[src/rtl/ccff_chain_loader.sv]
// ccff_chain_loader
//
// Configuration-chain controller for one routing-tile region. Configuration
// words arrive on a valid/ready stream. Each word is serialised MSB-first onto
// ccff_head while ccff_shift_en gates prog_clk to the chain through the tile
// ICG. The old chain contents leaving at ccff_tail are collected into
// left-aligned readback words. A completed load issues exactly CHAIN_LEN shift
// cycles. Low bits of the final word that do not fit in the chain are dropped.
//
// Ports:
//   prog_clk      configuration clock; all state changes on the rising edge
//   pReset        synchronous, active-low reset
//   start         begin a load (sampled in IDLE only)
//   abort         synchronous cancel back to IDLE; no done pulse
//   cfg_data      configuration word, MSB shifted first
//   cfg_valid     cfg_data valid
//   cfg_ready     controller accepts cfg_data this cycle (decoded from state)
//   ccff_head     serial data into the chain (0 whenever not shifting)
//   ccff_shift_en chain advances one bit at the next edge
//   ccff_tail     serial data leaving the chain
//   rb_data       readback word, first-out bit in the MSB
//   rb_valid      one-cycle strobe qualifying rb_data
//   busy          high while fetching or shifting
//   done          one-cycle pulse when a load completes
module ccff_chain_loader #(
    parameter int WORD_W    = 8,
    parameter int CHAIN_LEN = 58
) (
    input  logic              prog_clk,
    input  logic              pReset,
    input  logic              start,
    input  logic              abort,
    input  logic [WORD_W-1:0] cfg_data,
    input  logic              cfg_valid,
    output logic              cfg_ready,
    output logic              ccff_head,
    output logic              ccff_shift_en,
    input  logic              ccff_tail,
    output logic [WORD_W-1:0] rb_data,
    output logic              rb_valid,
    output logic              busy,
    output logic              done
);

    localparam int CNT_W = $clog2(CHAIN_LEN + 1);
    localparam int NB_W  = $clog2(WORD_W + 1);

    typedef enum logic [1:0] {
        IDLE,
        FETCH,
        SHIFT,
        DONE
    } state_t;

    state_t            state;
    state_t            state_next;
    logic [WORD_W-1:0] shift_reg;
    logic [WORD_W-1:0] rb_reg;
    logic [WORD_W-1:0] rb_shifted;
    logic [CNT_W-1:0]  bitcnt;
    logic [CNT_W-1:0]  remaining;
    logic [NB_W-1:0]   nbits;
    logic [NB_W-1:0]   load_nbits;
    logic [NB_W-1:0]   wcnt;
    logic              last_bit;
    logic              chain_full;

    // Bits of the next word that still fit in the chain; only the final
    // word of a load can be shorter than WORD_W.
    always_comb begin
        remaining = CNT_W'(CHAIN_LEN) - bitcnt;
        if (int'(remaining) >= WORD_W) begin
            load_nbits = NB_W'(WORD_W);
        end else begin
            load_nbits = NB_W'(remaining);
        end
    end

    assign last_bit   = (wcnt == nbits - NB_W'(1));
    assign chain_full = (bitcnt == CNT_W'(CHAIN_LEN - 1));
    assign rb_shifted = (rb_reg << 1) | WORD_W'(ccff_tail);

    // State register.
    always_ff @(posedge prog_clk) begin
        if (!pReset) begin
            state <= IDLE;
        end else begin
            state <= state_next;
        end
    end

    // Next-state and state-decoded outputs. Abort overrides every transition.
    always_comb begin
        state_next    = state;
        cfg_ready     = 1'b0;
        ccff_shift_en = 1'b0;
        busy          = 1'b0;
        done          = 1'b0;
        case (state)
            IDLE: begin
                if (start) begin
                    state_next = FETCH;
                end
            end
            FETCH: begin
                cfg_ready = 1'b1;
                busy      = 1'b1;
                if (cfg_valid) begin
                    state_next = SHIFT;
                end
            end
            SHIFT: begin
                ccff_shift_en = 1'b1;
                busy          = 1'b1;
                if (last_bit) begin
                    state_next = chain_full ? DONE : FETCH;
                end
            end
            DONE: begin
                done       = 1'b1;
                state_next = IDLE;
            end
            default: begin
                state_next = IDLE;
            end
        endcase
        if (abort) begin
            state_next = IDLE;
        end
        ccff_head = ccff_shift_en & shift_reg[WORD_W-1];
    end

    // Datapath: word load, serialisation, readback capture. The readback
    // strobe for the final bit of a word is dropped if that cycle aborts.
    always_ff @(posedge prog_clk) begin
        if (!pReset) begin
            shift_reg <= '0;
            rb_reg    <= '0;
            rb_data   <= '0;
            rb_valid  <= 1'b0;
            bitcnt    <= '0;
            nbits     <= '0;
            wcnt      <= '0;
        end else begin
            rb_valid <= 1'b0;
            case (state)
                IDLE: begin
                    bitcnt <= '0;
                end
                FETCH: begin
                    if (cfg_valid && !abort) begin
                        shift_reg <= cfg_data;
                        nbits     <= load_nbits;
                        wcnt      <= '0;
                        rb_reg    <= '0;
                    end
                end
                SHIFT: begin
                    shift_reg <= shift_reg << 1;
                    rb_reg    <= rb_shifted;
                    bitcnt    <= bitcnt + CNT_W'(1);
                    wcnt      <= wcnt + NB_W'(1);
                    if (last_bit && !abort) begin
                        rb_valid <= 1'b1;
                        rb_data  <= rb_shifted << (WORD_W - int'(nbits));
                    end
                end
                default: begin
                end
            endcase
        end
    end

endmodule
[config.mk]
export PLATFORM = sky130hd
export DESIGN_NAME = ccff_chain_loader
export DESIGN_NICKNAME = d
export VERILOG_FILES = /design/src/rtl/ccff_chain_loader.sv
export SDC_FILE = /design/constraint.sdc
export NUM_CORES = 1
export LEC_CHECK = 0
export CAP_MARGIN = 20
export CORE_MARGIN = 3
export CORE_UTILIZATION = 28
export CTS_CLUSTER_SIZE = 20
export DETAILED_ROUTE_END_ITERATION = 10
export PLACE_DENSITY = 0.48
export REMOVE_ABC_BUFFERS = 1
export SLEW_MARGIN = 20
export SYNTH_ARGS = -nofsm -noshare
export SYNTH_HDL_FRONTEND = slang
export SYNTH_SLANG_ARGS = --single-unit
[constraint.sdc]
create_clock -name prog_clk -period 2.7 [get_ports prog_clk]
set_input_delay 0.54 -clock prog_clk [delete_from_list [all_inputs] [get_ports prog_clk]]
set_output_delay 0.54 -clock prog_clk [all_outputs]
set_load 0.01 [all_outputs]
==> results.json, run 1 <==
{
  "startpoint_type": "register",
  "path_delay_family": "buffers and inverters",
  "avgSynthCellArea_um2": 8.25,
  "antenna_cells": 0,
  "initial_core_util_pct": 29.0,
  "ys.warnings.count": 0,
  "vias": 1874,
  "setup_viol": 0,
  "globalplace.congestion": 0.807,
  "syn_inst": 258,
  "cts_setup_buffers": 0,
  "crit_buf_inv": 3,
  "grt_max_degree": 32,
  "dieArea_um2": 8690,
  "die_h_um": 93.2,
  "arrival_ns": 1.99,
  "synthesis.area_um2": 2130,
  "cpPeakStageDelay_ns": 0.53,
  "skew_ns": 0.00856,
  "synth-seq-cells": 40,
  "max_slew_margin_pct": 69.0,
  "cp_max_fo": 31,
  "hold_class": "register to register",
  "tritoncts": "yes",
  "overflow": 0,
  "drive_gt1_share_pct": 7.67,
  "p_leak_uw": 0.000861,
  "io_pins": 28,
  "grt_pass1_wl_um": 8780,
  "clockBufferDepth": 2,
  "via_per_inst": 4.85,
  "path_cells": "inv_1 -> ha_1 -> buf_4 -> and2_1 -> clkdlybuf4s50_1",
  "worstPathRequired_ns": 2.16,
  "setup_ws_ns": 0.165,
  "yosysSeqAreaShare_pct": 37.6,
  "antenna_found_initial": 0,
  "worst_slew_pin_slew_ns": 0.462,
  "coreArea_um2": 7330,
  "ir_worst_vdd_mv": 0.201,
  "post_cts_resized": 0,
  "status": "complete, no violations",
  "drt_iter0_markers": 60,
  "synth_edf_count": 0,
  "htreeDepth": 2,
  "ant_nets": 0,
  "clockRootBuffer": "clkbuf_8",
  "drv_cap": 0,
  "crit_path_end_kind": "output pin",
  "ys.flop_type": "dfxtp_1",
  "pre_cts_slack_ns": 0.0659,
  "hpwl_um": 3580,
  "clkSinkCount": 40,
  "dr.pass1.iters": 4,
  "wl_per_cell_um": 13.1,
  "rsz0062_at_grt": "no",
  "die_w_um": 93.2,
  "fin_crit_ns": 2.53,
  "drv_slew": 0,
  "async_flop_share_pct": 0,
  "area_growth_pct": 24.8,
  "grt.total_usage_pct": 12.6,
  "power.density_nw_per_um2": 450,
  "cts_hold_buffers": 0,
  "drcViolationCount": 0,
  "synth.distinct_cells": 43,
  "finalNetCount": 309,
  "period_share_pct": 93.9,
  "portBuffers": 27,
  "clk_latency_ns": 0.30,
  "fmax_mhz": 395,
  "wirelength_um": 5050,
  "cts_buffers": 5,
  "clk_pin_slew_worst_paths_ns": 0.09,
  "floorplan.rows": 31,
  "crit_type": "register to output pin",
  "utilization_pct": 36.3,
  "grt_pass1_vias": 1841,
  "hold_viol": 0,
  "critPathSlowestCell": "clkdlybuf4s50_1"
}
[per-stage QoR]
| step | area (um^2) | TNS (ns) | power, uW | instances | hold slack, ns |
|---|---|---|---|---|---|
| 6_report | 2660 | 0 | 1200 | 386 | 0.456 |
| 5_1_grt | 2660 | 0 | 1250 | 386 | 0.469 |
| 4_1_cts | 2660 | 0 | 1220 | 386 | 0.460 |
| 3_5_place_dp | 2550 | 0 | 713 | 378 | 0.447 |
| 3_3_place_gp | 2550 | 0 | 713 | 378 | 0.444 |
| 2_1_floorplan | 2070 | -6.75 | 662 | 243 | 0.429 |
[per-layer routing]
layer	vias up	wire [um]	track usage [%]
met5	-	0	0
met4	0	70	4.76
met3	5	197	2.41
met2	33	2080	19.0
met1	859	2700	17.7
li1	977	-	-
[tightest hold or removal path, stage by stage, from the launching register on]
cell and delay (ns):
dfxtp_1 0.32, nand2_1 0.05, a21oi_1 0.05
[cells by family after synthesis]
logic type      count (synthesis)  share of synthesized area [%]
xor+xnor                        9                           3.70
buf+inv                        25                           4.46
fa+ha+maj                       9                           5.29
mux                            15                           7.29
flops                          40                           37.6
simple gates                   97                           22.9
compound gates                 63                           18.8
[layout make-up]
cell class	count	area, um^2
clock inverter	3	42.5
sequential	40	801
multi-input combinational	193	1230
timing repair buffer	36	350
inverter	10	37.5
tap	99	124
clock buffer	5	68.8
fill	774	4670
[cell usage in the layout (no fill, tap or decap), types with 2 or more instances in the layout]
cell / count
a211oi_1: 10
a21oi_1: 27
a221oi_1: 2
a22oi_1: 3
and2_1: 2
buf_4: 8
clkbuf_8: 5
clkdlybuf4s50_1: 27
dfxtp_1: 40
ha_1: 9
inv_1: 9
mux2_2: 4
mux2i_1: 11
nand2_1: 24
nand2b_1: 3
nand3_1: 13
nand3b_1: 3
nand4_1: 2
nor2_1: 22
nor2b_1: 4
nor3_1: 10
nor3b_1: 3
o2111ai_1: 2
o21a_1: 2
o21ai_0: 6
o31ai_1: 2
or3_1: 3
or4_1: 4
xnor2_1: 4
xor2_1: 5
[synth_stat cells (all sizes together) (2+ instances only)]
| master | count | area, um^2 |
|---|---|---|
| o21a | 2 | 15.0 |
| nand3b | 3 | 22.5 |
| a21oi | 27 | 135 |
| nand3 | 13 | 65.1 |
| xor2 | 5 | 43.8 |
| or3b | 2 | 17.5 |
| nor2 | 22 | 82.6 |
| xnor2 | 4 | 35.0 |
| nand4 | 2 | 12.5 |
| o2111ai | 2 | 17.5 |
| a211oi | 10 | 75.1 |
| buf | 2 | 8.75 |
| a221oi | 2 | 17.5 |
| nand2b | 3 | 18.8 |
| nor3 | 10 | 50.1 |
| or4 | 4 | 30.0 |
| ha | 9 | 113 |
| nor3b | 3 | 22.5 |
| a22oi | 3 | 22.5 |
| o31ai | 2 | 15.0 |
| nor2b | 4 | 25.0 |
| and2 | 2 | 12.5 |
| or3 | 3 | 18.8 |
| nand2 | 24 | 90.1 |
| clkbuf | 13 | 48.8 |
| o21ai | 7 | 35.0 |
| mux2i | 11 | 110 |
| dfxtp | 40 | 801 |
| mux2 | 4 | 45.0 |
| inv | 9 | 33.8 |
[path summary, 6_finish.rpt]
check	startpoint	to	slack (ns)	depth (start not counted)
hold reg to reg	rb_data[3]$_SDFFE_PN0P_	rb_data[3]$_SDFFE_PN0P_	0.46	2
setup / recovery	state[0]$_SDFFE_PP0P_	ccff_head	0.17	5
setup reg to reg	nbits[1]$_SDFFE_PN0P_	rb_data[5]$_SDFFE_PN0P_	0.23	7
hold / removal	rb_data[3]$_SDFFE_PN0P_	rb_data[3]$_SDFFE_PN0P_	0.46	2
[power breakdown]
| part | switching, uW | internal, uW |
|---|---|---|
| combinational | 49.3 | 46.0 |
| sequential | 6.08 | 597 |
| clock | 225 | 274 |
| total | 281 | 917 |
(Power assumes the default switching activity.)
==> run 2: changes to the inputs <==
--- a/config.mk
+++ b/config.mk
@@ -7,10 +7,10 @@
 export LEC_CHECK = 0
 export CAP_MARGIN = 20
 export CORE_MARGIN = 3
-export CORE_UTILIZATION = 28
+export CORE_UTILIZATION = 49
 export CTS_CLUSTER_SIZE = 20
 export DETAILED_ROUTE_END_ITERATION = 10
-export PLACE_DENSITY = 0.48
+export PLACE_DENSITY = 0.75
 export REMOVE_ABC_BUFFERS = 1
 export SLEW_MARGIN = 20
 export SYNTH_ARGS = -nofsm -noshare
==> results.json, run 2 (synthesis results as in run 1) <==
{
  "clk_latency_ns": 0.29,
  "power.density_nw_per_um2": 454,
  "final_common_cell": "dfxtp_1",
  "grt.total_usage_pct": 18.2,
  "crit_type": "register to register",
  "fmax_mhz": 396,
  "floorplan.rows": 23,
  "crit_buf_inv": 1,
  "setup_viol": 0,
  "period_share_pct": 93.4,
  "skew_ns": 0.00335,
  "p_leak_uw": 0.000860,
  "fin_crit_ns": 2.52,
  "cts_hold_buffers": 0,
  "io_pins": 28,
  "clk_pin_slew_worst_paths_ns": 0.08,
  "clkSinkCount": 40,
  "via_per_inst": 5.60,
  "die_h_um": 71.9,
  "wl_per_cell_um": 13.0,
  "worst_slew_pin_slew_ns": 0.488,
  "overflow": 0,
  "arrival_ns": 2.75,
  "wirelength_um": 4390,
  "max_slew_margin_pct": 67.2,
  "clockRootBuffer": "clkbuf_8",
  "globalplace.congestion": 0.778,
  "initial_core_util_pct": 52.1,
  "drive_gt1_share_pct": 7.99,
  "finalNetCount": 310,
  "drcViolationCount": 0,
  "cts_setup_buffers": 0,
  "startpoint_type": "register",
  "die_w_um": 71.9,
  "ant_nets": 0,
  "antenna_cells": 0,
  "utilization_pct": 63.4,
  "final_cell_mix": "40 x dfxtp_1, 27 x a21oi_1, 27 x clkdlybuf4s50_1",
  "drv_slew": 0,
  "cp_common_cell": "or4_1",
  "grt_pass1_wl_um": 7560,
  "portBuffers": 27,
  "vias": 1894,
  "hold_viol": 0,
  "cp_max_fo": 5,
  "rsz0062_at_grt": "no",
  "r2r_slack_ns": 0.18,
  "ir_worst_vdd_mv": 0.374,
  "path_cells": "inv_1 -> ha_1 -> xnor2_1 -> or4_1 -> or3_1 -> or4_1 -> a21oi_1",
  "grt_max_degree": 32,
  "dieArea_um2": 5170,
  "worstPathRequired_ns": 2.93,
  "drv_cap": 0,
  "htreeDepth": 2,
  "coreArea_um2": 4090,
  "dr.pass1.iters": 4,
  "tritoncts": "yes",
  "critPathSlowestCell": "or4_1",
  "grt_pass1_vias": 1706,
  "crit_path_end_kind": "register",
  "cpPeakStageDelay_ns": 0.52,
  "hpwl_um": 3180,
  "antenna_found_initial": 0,
  "clockBufferDepth": 2,
  "power_uw": 1180,
  "status": "complete, no violations",
  "post_cts_resized": 0,
  "hold_class": "register to register",
  "path_delay_family": "simple AND/OR/NAND/NOR gates",
  "area_growth_pct": 21.7,
  "drt_iter0_markers": 111,
  "cts_buffers": 5
}
run 2: cell types whose count changed in the layout (fill, tap and decap cells not counted):
cell | before | now
buf_12 | 1 | 0
buf_4 | 8 | 10
run 2: final cells by class:
cell class | count | area [um^2]
tap | 50 | 62.6
timing repair buffer | 37 | 345
fill | 375 | 1500
clock buffer | 5 | 68.8
multi-input combinational | 193 | 1230
sequential | 40 | 801
clock inverter | 3 | 42.5
inverter | 10 | 37.5
run 2: layer usage:
metal,GRT usage [%],vias to the layer above,part of all wire [%]
met3,4.85,4,5.8
met2,29.1,44,46
met1,24.2,862,47
met4,5.43,0,0.91
li1,-,984,-
met5,0,-,0
run 2: power breakdown:
group	switching (uW)	total, uW	internal [uW]
Sequential	5.94	603	597
Combinational	45.8	88.9	43.1
Clock	212	485	273
Total	264	1180	913
run 2: path summary, 6_finish.rpt:
| path | from | endpoint | cells after the start |
|---|---|---|---|
| hold / removal | rb_data[2]$_SDFFE_PN0P_ | rb_data[2]$_SDFFE_PN0P_ | 2 |
| setup reg to reg | nbits[1]$_SDFFE_PN0P_ | rb_data[5]$_SDFFE_PN0P_ | 7 |
| setup / recovery | nbits[1]$_SDFFE_PN0P_ | rb_data[5]$_SDFFE_PN0P_ | 7 |
| hold reg to reg | rb_data[2]$_SDFFE_PN0P_ | rb_data[2]$_SDFFE_PN0P_ | 2 |
run 2: tightest hold or removal path, cell delays in order (launching register included):
cell     delay, ns
dfxtp_1       0.31
nand2_1       0.05
a21oi_1       0.05
run 2: per-stage QoR:
step	hold slack [ns]	cells	worst slack, ns	TNS, ns	instance area [um^2]
2_1_floorplan	0.429	243	-0.451	-6.75	2070
3_3_place_gp	0.440	330	0.0928	0	2480
3_5_place_dp	0.444	330	0.0837	0	2480
4_1_cts	0.455	338	0.170	0	2590
5_1_grt	0.482	338	0.0405	0	2590
6_report	0.453	338	0.177	0	2590
